`src/rtl/mem_port_arbiter_pkg.sv`:
```
// Shared types for the instruction/data memory port arbiter:
// FSM state encoding, grant identifiers and a counter-width helper.
package mem_port_arbiter_pkg;

    typedef enum logic [1:0] {
        ST_IDLE  = 2'b00,
        ST_ISSUE = 2'b01,
        ST_WAIT  = 2'b10,
        ST_DONE  = 2'b11
    } arb_state_e;

    typedef logic gnt_id_t;

    localparam gnt_id_t GNT_IF = 1'b0;
    localparam gnt_id_t GNT_DM = 1'b1;

    // Bits needed to hold values 0..max_val (never less than one bit).
    function automatic int unsigned cnt_width(input int unsigned max_val);
        return (max_val < 2) ? 1 : $clog2(max_val + 1);
    endfunction

endpackage

```
`src/rtl/mem_port_arbiter_pick.sv`:
```
// Combinational request picker for the memory port arbiter.
// Ports:
//   if_req, dm_req - pending fetch / data requests
//   starved        - starvation counter has reached its limit
//   valid_c        - at least one request pending
//   gnt_c          - port to grant (GNT_IF / GNT_DM)
module mem_arb_pick
    import mem_port_arbiter_pkg::*;
(
    input  logic    if_req,
    input  logic    dm_req,
    input  logic    starved,
    output logic    valid_c,
    output gnt_id_t gnt_c
);

    // Data wins a tie unless fetch has waited through too many data grants.
    always_comb begin
        valid_c = if_req | dm_req;
        gnt_c   = GNT_IF;
        if (dm_req && !(if_req && starved)) begin
            gnt_c = GNT_DM;
        end
    end

endmodule

```
`src/rtl/mem_port_arbiter.sv`:
```
// Shares one single-port synchronous memory between instruction fetch and
// data access. Serializes requests through IDLE/ISSUE/WAIT/DONE, drives the
// memory strobes, captures read data and returns a one-cycle acknowledge.
// Ports:
//   CLK, reset                  - clock, synchronous active-low reset
//   if_req/if_addr              - fetch request (read only)
//   if_ack/if_rdata             - fetch acknowledge and fetched word
//   dm_req/dm_we/dm_addr/dm_wdata - data request
//   dm_ack/dm_rdata             - data acknowledge and read word
//   mem_en/mem_we/mem_addr/mem_wdata/mem_rdata - memory side
//   busy                        - arbiter is not in IDLE
module mem_port_arbiter
    import mem_port_arbiter_pkg::*;
#(
    parameter int unsigned AW     = 32,
    parameter int unsigned DW     = 32,
    parameter int unsigned WAIT   = 1,
    parameter int unsigned STARVE = 4
) (
    input  logic          CLK,
    input  logic          reset,
    input  logic          if_req,
    input  logic [AW-1:0] if_addr,
    output logic          if_ack,
    output logic [DW-1:0] if_rdata,
    input  logic          dm_req,
    input  logic          dm_we,
    input  logic [AW-1:0] dm_addr,
    input  logic [DW-1:0] dm_wdata,
    output logic          dm_ack,
    output logic [DW-1:0] dm_rdata,
    output logic          mem_en,
    output logic          mem_we,
    output logic [AW-1:0] mem_addr,
    output logic [DW-1:0] mem_wdata,
    input  logic [DW-1:0] mem_rdata,
    output logic          busy
);

    localparam int unsigned SCW = cnt_width(STARVE);
    localparam int unsigned WCW = cnt_width(WAIT - 1);
    localparam logic [SCW-1:0] STARVE_MAX = SCW'(STARVE);
    localparam logic [WCW-1:0] WAIT_LOAD  = WCW'(WAIT - 1);

    arb_state_e    state_q, state_d;
    logic [WCW-1:0] wait_cnt_q, wait_cnt_d;
    logic [SCW-1:0] starve_cnt_q, starve_cnt_d;
    gnt_id_t       gnt_q, gnt_d;
    logic          we_q, we_d;
    logic [AW-1:0] addr_q, addr_d;
    logic [DW-1:0] wdata_q, wdata_d;
    logic [DW-1:0] if_rdata_q, if_rdata_d;
    logic [DW-1:0] dm_rdata_q, dm_rdata_d;
    logic          if_ack_q, if_ack_d;
    logic          dm_ack_q, dm_ack_d;
    logic          mem_en_q, mem_en_d;
    logic          mem_we_q, mem_we_d;
    logic          busy_q, busy_d;

    logic          pick_valid;
    gnt_id_t       pick_gnt;

    mem_arb_pick u_pick (
        .if_req  (if_req),
        .dm_req  (dm_req),
        .starved (starve_cnt_q == STARVE_MAX),
        .valid_c (pick_valid),
        .gnt_c   (pick_gnt)
    );

    // Next-state, latched request and output decode.
    always_comb begin
        state_d      = state_q;
        wait_cnt_d   = wait_cnt_q;
        starve_cnt_d = starve_cnt_q;
        gnt_d        = gnt_q;
        we_d         = we_q;
        addr_d       = addr_q;
        wdata_d      = wdata_q;
        if_rdata_d   = if_rdata_q;
        dm_rdata_d   = dm_rdata_q;

        case (state_q)
            ST_IDLE: begin
                if (pick_valid) begin
                    state_d = ST_ISSUE;
                    gnt_d   = pick_gnt;
                    if (pick_gnt == GNT_DM) begin
                        we_d    = dm_we;
                        addr_d  = dm_addr;
                        wdata_d = dm_wdata;
                        // Only data grants that bypass a waiting fetch count.
                        if (if_req) begin
                            starve_cnt_d = (starve_cnt_q == STARVE_MAX) ?
                                           STARVE_MAX : starve_cnt_q + SCW'(1);
                        end else begin
                            starve_cnt_d = '0;
                        end
                    end else begin
                        we_d         = 1'b0;
                        addr_d       = if_addr;
                        starve_cnt_d = '0;
                    end
                end
            end
            ST_ISSUE: begin
                state_d    = ST_WAIT;
                wait_cnt_d = WAIT_LOAD;
            end
            ST_WAIT: begin
                if (wait_cnt_q == '0) begin
                    state_d = ST_DONE;
                    // Memory data is valid in the last wait cycle only.
                    if (!we_q) begin
                        if (gnt_q == GNT_DM) begin
                            dm_rdata_d = mem_rdata;
                        end else begin
                            if_rdata_d = mem_rdata;
                        end
                    end
                end else begin
                    wait_cnt_d = wait_cnt_q - WCW'(1);
                end
            end
            ST_DONE: begin
                state_d = ST_IDLE;
            end
            default: begin
                state_d = ST_IDLE;
            end
        endcase

        // Outputs are registered versions of the upcoming state.
        mem_en_d = (state_d == ST_ISSUE);
        mem_we_d = (state_d == ST_ISSUE) && we_d;
        if_ack_d = (state_d == ST_DONE) && (gnt_d == GNT_IF);
        dm_ack_d = (state_d == ST_DONE) && (gnt_d == GNT_DM);
        busy_d   = (state_d != ST_IDLE);
    end

    // State and output registers.
    always_ff @(posedge CLK) begin
        if (!reset) begin
            state_q      <= ST_IDLE;
            wait_cnt_q   <= '0;
            starve_cnt_q <= '0;
            gnt_q        <= GNT_IF;
            we_q         <= 1'b0;
            addr_q       <= '0;
            wdata_q      <= '0;
            if_rdata_q   <= '0;
            dm_rdata_q   <= '0;
            if_ack_q     <= 1'b0;
            dm_ack_q     <= 1'b0;
            mem_en_q     <= 1'b0;
            mem_we_q     <= 1'b0;
            busy_q       <= 1'b0;
        end else begin
            state_q      <= state_d;
            wait_cnt_q   <= wait_cnt_d;
            starve_cnt_q <= starve_cnt_d;
            gnt_q        <= gnt_d;
            we_q         <= we_d;
            addr_q       <= addr_d;
            wdata_q      <= wdata_d;
            if_rdata_q   <= if_rdata_d;
            dm_rdata_q   <= dm_rdata_d;
            if_ack_q     <= if_ack_d;
            dm_ack_q     <= dm_ack_d;
            mem_en_q     <= mem_en_d;
            mem_we_q     <= mem_we_d;
            busy_q       <= busy_d;
        end
    end

    assign if_ack    = if_ack_q;
    assign if_rdata  = if_rdata_q;
    assign dm_ack    = dm_ack_q;
    assign dm_rdata  = dm_rdata_q;
    assign mem_en    = mem_en_q;
    assign mem_we    = mem_we_q;
    assign mem_addr  = addr_q;
    assign mem_wdata = wdata_q;
    assign busy      = busy_q;

endmodule

```
`config.mk`:
```
export PLATFORM = sky130hd
export DESIGN_NAME = mem_port_arbiter
export DESIGN_NICKNAME = d
export VERILOG_FILES = /design/src/rtl/mem_port_arbiter_pkg.sv /design/src/rtl/mem_port_arbiter_pick.sv /design/src/rtl/mem_port_arbiter.sv
export SDC_FILE = /design/constraint.sdc
export NUM_CORES = 1
export LEC_CHECK = 0
export ABC_AREA = 0
export BUFFER_PORTS_ARGS = -buffer_cell sky130_fd_sc_hd__buf_2
export CORE_MARGIN = 5
export CORE_UTILIZATION = 50
export CTS_CLUSTER_DIAMETER = 100
export DETAILED_ROUTE_END_ITERATION = 10
export GPL_TIMING_DRIVEN = 1
export PLACE_DENSITY = 0.91
export SETUP_SLACK_MARGIN = 0.4
export SYNTH_ARGS = -nofsm -noshare
export SYNTH_HDL_FRONTEND = slang
export SYNTH_HIERARCHICAL = 1
export SYNTH_SLANG_ARGS = --single-unit
```
`constraint.sdc`:
```
create_clock -name CLK -period 4.9 [get_ports CLK]
set_clock_uncertainty 0.2 [all_clocks]
set_input_delay 0.735 -clock CLK [delete_from_list [all_inputs] [get_ports CLK]]
set_output_delay 0.735 -clock CLK [all_outputs]
set_load 0.05 [all_outputs]
```
==> results of run 1 <==
synth_stat cells:
library cell / number / area, um^2
nor3b_1: 1 / 7.51
nor3_1: 1 / 5.00
nand2b_1: 1 / 6.26
or3b_1: 1 / 8.76
inv_1: 7 / 26.3
nor2_1: 2 / 7.51
nand3_1: 1 / 5.00
a21boi_1: 64 / 480
and3_1: 2 / 12.5
nand2_1: 229 / 860
a31oi_1: 1 / 6.26
o221ai_1: 1 / 8.76
and3b_1: 1 / 8.76
or2_1: 1 / 6.26
mux2i_1: 32 / 320
nor2b_1: 2 / 12.5
buf_4: 9 / 67.6
a21oi_1: 3 / 15.0
nand4_1: 1 / 6.26
a21boi_0: 34 / 255
o32ai_1: 1 / 8.76
dfxtp_1: 140 / 2800
ha_1: 5 / 62.6
buf_2: 19 / 95.1
or3_1: 1 / 6.26
and2_1: 3 / 18.8
o211a_1: 32 / 320
buf_6: 7 / 78.8
nand3b_1: 2 / 15.0
and4_1: 1 / 8.76
nor3b_2: 1 / 12.5
clkbuf_1: 12 / 45.0
critical path, cell delays in order, from the launching register on:
cell and delay, ps:
dfxtp_1 370, inv_1 60, ha_1 190, and2_1 200, a21boi_4 130, buf_4 470, and3_1 1020, a21oi_1 190
and3_1 260
worst max path at each step:
stage / endpoint
after floorplan: mem_addr[11]
after global placement: if_ack
after detailed placement: if_ack
after CTS: if_ack
after global routing: if_ack
final: if_ack
stage by stage:
stage,hold slack (ps),instance area (um^2),power (mW),instances,setup slack (ps)
after global routing,254,7510,4.64,1012,1450
final,247,7510,4.42,1012,1690
after CTS,248,7510,4.46,1012,1690
after global placement,238,6870,3.05,981,1730
after detailed placement,241,6870,3.08,981,1640
after floorplan,270,5600,2.74,618,2890
sequential cells by signal (all words and copies together), names as in the netlist:
register	flops
dm_ack	1
mem_wdata	32
mem_en	1
we_q	1
mem_we	1
starve_cnt_q	3
dm_rdata	32
if_ack	1
state_q	2
gnt_q	1
mem_addr	32
if_rdata	32
busy	1
power by group:
part	total, mW	leakage (nW)	switching, mW	internal (mW)
clock	1.37	0.305	0.468	0.905
combinational	1.58	2.37	1.19	0.388
sequential	1.47	1.14	0.110	1.36
layout make-up:
class,instances,area (um^2),share of cell area [%]
sequential,140,2800,37.3
multi-input combinational,424,2500,33.3
timing repair buffer,270,1370,18.2
clock buffer,21,449,5.98
clock inverter,10,188,2.50
tap,140,175,2.33
inverter,7,26.3,0.350
routing by layer:
layer  vias to the layer above  track usage, %  part of all wire, %
li1                       2533               -                    -
met1                      2286            25.3                   40
met2                       206            38.1                   50
met3                        19            6.42                  9.3
met4                         0            7.27                  1.6
met5                         -               0                    0
cell families (layout without fill, tap and decap cells):
logic type,after synthesis,count (layout),share of synthesized area (%)
AOI/OAI and AO/OA,136,136,19.5
adders and majority gates,5,5,1.12
buffers and inverters,54,308,5.59
DFF,140,140,50.0
muxes,32,32,5.72
and+or+nand+nor,251,251,18.0
==> flow_metrics.tcl, run 1 <==
set metrics [dict create \
    outcome "finished clean" \
    cts_max_level 4 \
    worstSetupPathType "flop to flop" \
    syn-num-nets 756 \
    path_clk_slew_ps 60 \
    drv_cap 0 \
    r2r_start "starve_cnt_q[0]" \
    mostFrequentLayoutCells "buf_2, nand2_1, dfxtp_1" \
    antenna_cells 0 \
    hold_path_class "flop to flop" \
    cts_max_path_buffers 2 \
    clock_latency_ps 500 \
    pin_count 266 \
    powerDensity_nw_per_um2 589 \
    ctsResizeCount 0 \
    setup_viol 0 \
    routabilityCongestion 0.804 \
    relSlewSlack_pct 21.6 \
    ys_seq_area_share_pct 50.0 \
    max_freq_mhz 311 \
    worstPathArrival_ps 3400 \
    clock-sinks 140 \
    start_kind "flop" \
    overflow 0 \
    wirelength_mm 14.8 \
    final_util_pct 69.0 \
    antenna_found_initial 0 \
    yosysWarnings 6 \
    viasPerCell 4.98 \
    grt_pass1_vias 4961 \
    die_h_um 116 \
    leakage_nw 3.82 \
    root_buffer "clkbuf_8" \
    netlist_area_um2 5600 \
    r2r_slack_ps 1690 \
    ir_worst_vdd_v 0.000433 \
    slew_violations 0 \
    ys_seq_elements 140 \
    die-area_um2 13400 \
    hold_viol_final 0 \
    whs_path_depth 2 \
    grt_pass1_wl_mm 23.3 \
    synth_cell_types 32 \
    critPathCaptureType "flop" \
    firstDrtPassIters 4 \
    numCtsBuffers 17 \
    rsz0062_at_grt "no" \
    min_from "mem_wdata[18]" \
    startpoint "starve_cnt_q[0]" \
    worstMarginPinSlew_ps 1170 \
    coreArea_um2 10900 \
    routedWlPerCell_um 14.6 \
    dp_hpwl_mm 10.7 \
    r2r_cells 8 \
    detail-route-antenna-nets 0 \
    drive_above_1_share_pct 34.6 \
    netlist_instances 618 \
    grt_start_max_net_pins 72 \
    r2r-end "if_ack" \
    min_to "mem_wdata[18]" \
    place.port_buffers 265 \
    cts_tree "built" \
    layout_commonest_cell "buf_2" \
    syn_area_per_cell_um2 9.06 \
    area_growth_pct 34.1 \
    initial_utilization_pct 51.4 \
    final_nets 998 \
    die_x_um 116 \
    grt_usage_pct 21.7 \
    finalSetupTns_ps 0 \
    drc 0 \
    fin_crit_sh_pct 65.6 \
    cp.required_ps 5090 \
    num-fill-cells 843 \
    num_vias 5044 \
    cp_max_fo 37 \
    rows 38 \
    fin_crit_ps 3210 \
    drt_iter0_markers 379 \
    ctsHoldBuffers 0 \
    post_cts_buffers 0 \
]
No activity file was read; power rests on OpenSTA's default activity.
==> run 2, diff against run 1 <==
ABC_AREA = 1   (was 0)
CORE_UTILIZATION = 41   (was 50)
PLACE_DENSITY = 0.81   (was 0.91)
clock period = 2.8 ns   (was 4.9 ns; I/O delays follow)
==> run 2 against run 1 <==
Compared with the run above: area after synthesis fell by 2.7%; core utilization fell by 13 points; non-clock buffer count rose by 6; die area rose by 17%; routed wire length rose by 2.5%; combinational power rose by 78%; highest routed layer unchanged; critical path depth rose by 2; maximum frequency rose by 47%; design area fell by 1.3%.
==> flow_metrics.tcl, run 2 <==
set metrics [dict create \
    outcome "finished clean" \
    syn_area_per_cell_um2 7.81 \
    drt_iter0_markers 296 \
    viasPerCell 4.65 \
    rsz0062_at_grt "no" \
    worstPathCellList "inv_1, ha_1, nand2_1, inv_1, a21oi_2, inv_2, nor2_4, buf_6, nand2_1, a21oi_1" \
    hold_path_class "primary input to flop" \
    antenna_found_initial 0 \
    cp_max_fo 33 \
    clock_power_share_pct 29.4 \
    drive_above_1_share_pct 34.2 \
    post_cts_buffers 0 \
    synth_edf_count 0 \
    dp_hpwl_mm 11.1 \
    routedWlPerCell_um 13.3 \
    cts_max_path_buffers 2 \
    slew_violations 0 \
    muxShareOfSynthArea_pct 0 \
    synth-adder-area-share_pct 1.15 \
    power_frac_comb_pct 36.9 \
    cts_tree "built" \
    hold_viol_final 0 \
    root_buffer "clkbuf_16" \
    die_x_um 125 \
    swShare_pct 41.3 \
    cts_max_level 4 \
    worstMarginPinSlew_ps 655 \
    rows 42 \
    relSlewSlack_pct 56.3 \
    async_reset_ff_share_pct 0 \
    initial_utilization_pct 41.5 \
    ys_seq_elements 140 \
    p_total_mw 7.65 \
    ctsResizeCount 0 \
    synth-simple-area-share_pct 24.1 \
    final_nets 1085 \
    grt_pass1_wl_mm 24.3 \
    holdWs_ps 58.7 \
    finalSetupTns_ps 0 \
    powerDensity_nw_per_um2 1030 \
    cp.required_ps 2920 \
    leakage_nw 3.77 \
    die-area_um2 15700 \
    mostFrequentLayoutCells "buf_2, nand2_1, dfxtp_1" \
    detail-route-antenna-nets 0 \
    crit_slowest_cell "dfxtp_1" \
    worstPathArrival_ps 2300 \
    netlist_area_um2 5450 \
    place.port_buffers 265 \
    layout_commonest_cell "buf_2" \
    yosysMostFrequentCell "nand2_1" \
    wirelength_mm 15.1 \
    synth_cell_types 26 \
    worstSetupPathType "flop to flop" \
    pwr-share-seq_pct 33.8 \
    area_growth_pct 35.9 \
    ys_seq_area_share_pct 51.4 \
    netlist_top_cells_count "nand2_1, dfxtp_1, nor2_1" \
    fin_crit_ps 2180 \
    overflow 0 \
    die_h_um 125 \
    coreArea_um2 13100 \
    netlist_instances 698 \
    clock_latency_ps 400 \
    switchingPower_mw 3.16 \
    firstDrtPassIters 4 \
    grt_start_max_net_pins 66 \
    path_clk_slew_ps 60 \
    final_util_pct 56.4 \
    grt_pass1_vias 5052 \
    synth.top_cell.area_share_pct 51.4 \
    synth_top_area_cell "dfxtp_1" \
    start_kind "flop" \
    clock-sinks 140 \
    pin_count 266 \
    fin_crit_sh_pct 77.8 \
    max_freq_mhz 459 \
    synth_xor_area_share_pct 0 \
    numCtsBuffers 17 \
    drc 0 \
    synth.area.top_cells "dfxtp_1, nand2_1, nor2_1" \
    ctsHoldBuffers 0 \
    internal_power_mw 4.49 \
    cpPeakStageDelay_ps 370 \
    critPathCaptureType "flop" \
    drv_cap 0 \
    yosysWarnings 6 \
    syn-num-nets 836 \
    ir_worst_vdd_v 0.000498 \
    num_vias 5290 \
    grt_usage_pct 18.9 \
    synth_top_family_by_area "simple AND/OR/NAND/NOR gates" \
    ys.flop_type "dfxtp_1" \
    setup_viol 0 \
    routabilityCongestion 0.828 \
    synth_compound_area_share_pct 14.4 \
]
==> run 2: cell types whose count changed in the layout (fill, tap and decap cells not counted), sizes merged, moves of 4 or more <==
cell    previous run  this run
a21oi              3        36
clkinv             2         6
o211a             32         0
mux2i             32         0
nand3              1        37
a21boi            98         0
o211ai             0        32
buf              270       276
inv                8        53
nor2               2       136
nand2            229       143
o21ai              0        66
==> run 2: power groups by stage <==
| stage | sequential, mW | clock, mW | combinational [mW] |
|---|---|---|---|
| detailed placement | 2.61 | 0 | 2.84 |
| global route | 2.63 | 2.39 | 3.03 |
| global placement | 2.61 | 0 | 2.80 |
| finish | 2.58 | 2.25 | 2.82 |
| floorplan | 3.87 | 0 | 1.01 |
| CTS | 2.58 | 2.30 | 2.84 |
==> run 2: cells by family after synthesis <==
logic type	after synthesis
simple gates	318
flops	140
compound gates	135
buf+inv	100
fa+ha+maj	5
==> run 2: routing by layer <==
layer | GRT usage [%] | vias to the layer above | wire length (um)
li1 | - | 2730 | -
met1 | 21.5 | 2323 | 5990
met2 | 31.7 | 219 | 7360
met3 | 7.59 | 18 | 1510
met4 | 7.46 | 0 | 263
met5 | 0 | - | 0
==> run 2: stage by stage <==
stage                     setup slack (ps)  instances  cell area, um^2
after global routing                   427       1136             7410
after detailed placement               547       1104             6800
after CTS                              522       1136             7400
final                                  622       1137             7410
after floorplan                       1040        698             5450
after global placement                 646       1104             6800
==> run 2: final cells by class <==
type	count	area, um^2
Inverter	54	205
Fill cell	1207	5730
Antenna cell	1	2.50
Clock buffer	20	457
Sequential cell	140	2800
Multi-Input combinational cell	458	2170
Timing Repair Buffer	276	1410
Tap cell	176	220
Clock inverter	12	145
==> run 2: worst paths after layout <==
path / from / to / slack (ps) / depth (start not counted)
setup / recovery: starve_cnt_q[1] / mem_wdata[27] / 620 / 10
hold / removal: dm_wdata[24] / mem_wdata[24] / 60 / 3
setup reg to reg: starve_cnt_q[1] / mem_wdata[27] / 620 / 10
hold reg to reg: mem_wdata[20] / mem_wdata[20] / 260 / 2
==> run 2: worst max-delay path, delay by kind of cell, from the launching register on <==
kind,cells,cell delay (ps)
fa+ha+maj,1,170
simple gates,3,360
compound gates,2,370
flops,1,370
buf+inv,4,640
==> run 3, diff against run 2 <==
CORE_UTILIZATION = 46   (was 41)
PLACE_DENSITY = 0.86   (was 0.81)
clock period = 2.2 ns   (was 2.8 ns; I/O delays follow)
==> run 3 against run 2 <==
Compared with the run above: routed wire length up 26%; worst setup slack got worse by 270 ps; sequential power rose by 28%; total power increased by 39%; clock-buffer cell count down 3; non-clock buffer count increased by 85; register-to-register slack worse by 270 ps; die area shrank 10%; core utilization is 17 points higher; critical path type unchanged; critical endpoint is now mem_wdata[13]; largest cell class unchanged; highest routed layer unchanged.
==> flow_metrics.tcl, run 3 (same netlist as run 2, synthesis figures left out) <==
set metrics [dict create \
    outcome "finished clean" \
    viasPerCell 5.06 \
    cpPeakStageDelay_ps 340 \
    numCtsBuffers 17 \
    min_from "mem_rdata[17]" \
    die_h_um 119 \
    drc 0 \
    routabilityCongestion 0.814 \
    num_vias 6028 \
    place.port_buffers 265 \
    rsz0062_at_grt "yes" \
    cts_max_path_buffers 2 \
    hold_path_class "primary input to flop" \
    min_to "dm_rdata[17]" \
    powerDensity_nw_per_um2 1250 \
    path_clk_slew_ps 60 \
    relSlewSlack_pct 69.9 \
    layout_commonest_cell "buf_2" \
    finalSetupTns_ps 0 \
    overflow 0 \
    ir_worst_vdd_v 0.000693 \
    rows 39 \
    drt_iter0_markers 466 \
    leakage_nw 4.23 \
    cts_tree "built" \
    worstSetupPathType "flop to flop" \
    worstMarginPinSlew_ps 452 \
    die_x_um 119 \
    antenna_found_initial 2 \
    worstPathArrival_ps 1980 \
    r2r-end "mem_wdata[13]" \
    drive_above_1_share_pct 35.9 \
    root_buffer "clkbuf_16" \
    detail-route-antenna-nets 0 \
    clock_latency_ps 410 \
    firstDrtPassIters 6 \
    final_nets 1171 \
    grt_pass1_wl_mm 28.1 \
    mostFrequentLayoutCells "buf_2, nand2_1, dfxtp_1" \
    grt_pass1_vias 5833 \
    cp.required_ps 2330 \
    grt_usage_pct 24.4 \
    slew_violations 0 \
    setup_ws_ps 353 \
    wirelength_mm 19.0 \
    crit_slowest_cell "dfxtp_2" \
    cp_max_fo 7 \
    r2r_slack_ps 350 \
    worstPathCellList "inv_2, ha_4, nand2_4, inv_4, a21oi_4, inv_2, nor2_4, buf_12, buf_2, nand2_1, a21oi_1" \
    crit_top_cell "inv_2" \
    initial_utilization_pct 47.3 \
    dp_hpwl_mm 10.9 \
    routedWlPerCell_um 16.0 \
    fin_crit_ps 1850 \
    r2r_cells 11 \
    drv_cap 0 \
    grt_start_max_net_pins 65 \
    start_kind "flop" \
    num-fill-cells 804 \
    whs_path_depth 3 \
    die-area_um2 14100 \
    fin_crit_sh_pct 83.9 \
    pin_count 266 \
    max_freq_mhz 541 \
    cts_max_level 4 \
    hold_viol_final 0 \
    pre_cts_slack_ps 232 \
    area_growth_pct 56.1 \
    clock-sinks 140 \
    critPathCaptureType "flop" \
    coreArea_um2 11500 \
    setup_viol 0 \
    r2r_start "starve_cnt_q[0]" \
]
==> run 3: changes by cell type in the layout (fill, tap and decap cells not counted), moves of 3 or more <==
cell / delta
buf_12: +7
clkinv_2: -5
nand2_1: -3
a21oi_2: +7
inv_1: -4
buf_4: +7
dlygate4sd3_1: +61
clkinv_4: +3
a21oi_1: -8
buf_6: +4
inv_6: +3
==> run 3: repair_timing <==
| action | 4_1_cts | 5_1_grt |
|---|---|---|
| cloned | 1 | 4 |
| pin swaps | 3 | 8 |
| setup endpoints to repair | 65 | 102 |
| resized for setup | 15 | 33 |
| hold buffers | 61 | 0 |
| buffers inserted | 8 | 9 |
| hold endpoints to repair | 74 | 0 |
==> run 3: through the flow <==
stage / power (mW) / hold WS [ps] / cell area (um^2) / util, % / instances
global route: 11.1 / 40.1 / 8510 / 73.9 / 1191
floorplan: 6.21 / 262 / 5450 / - / 698
CTS: 10.4 / 1.79 / 8250 / 71.7 / 1176
global placement: 6.96 / 249 / 6830 / 59.3 / 1074
finish: 10.7 / 18.6 / 8510 / 73.9 / 1191
detailed placement: 7.02 / 254 / 6830 / 59.3 / 1074
==> run 3: report_power, final <==
part / internal (mW) / switching [mW]
registers: 3.03 / 0.263
clock network: 2.04 / 1.15
logic: 1.20 / 2.97
==> run 3: worst max-delay path, delay by kind of cell, from the launching register on <==
kind	cells	cell delay [ps]
buffers and inverters	5	480
flip-flops	1	340
AO/OA/AOI/OAI	2	310
AND/OR/NAND/NOR	3	280
adder cells (fa/ha/maj)	1	160
==> run 3: worst max-delay path by stage <==
stage / cells after the start / from / slack, ps / end
5_1_grt: 11 / starve_cnt_q[0] / 320 / mem_wdata[13]
2_1_floorplan: 11 / starve_cnt_q[0] / 440 / mem_addr[21]
3_3_place_gp: 11 / starve_cnt_q[0] / 340 / mem_addr[1]
6_report: 11 / starve_cnt_q[0] / 350 / mem_wdata[13]
3_5_place_dp: 10 / starve_cnt_q[0] / 230 / mem_wdata[16]
4_1_cts: 11 / starve_cnt_q[1] / 400 / mem_wdata[26]
==> run 3: layer usage <==
layer | global-route usage [%] | vias up | routed length (um)
met2 | 42.8 | 319 | 9570
met5 | 0 | - | 0
met3 | 6.49 | 89 | 1380
met1 | 25.9 | 2711 | 6990
met4 | 15.9 | 0 | 1090
li1 | - | 2909 | -
==> run 3: area by class of cell <==
| cell class | instances | area (um^2) | area share, % |
|---|---|---|---|
| antenna | 2 | 5.00 | 0.0588 |
| clock buffer | 17 | 425 | 5.00 |
| clock inverter | 15 | 236 | 2.78 |
| inverter | 54 | 216 | 2.54 |
| multi-input combinational | 458 | 2260 | 26.6 |
| sequential | 140 | 2810 | 33.0 |
| tap | 143 | 179 | 2.10 |
| timing repair buffer | 361 | 2380 | 27.9 |
| timing repair inverter | 1 | 5.00 | 0.0588 |
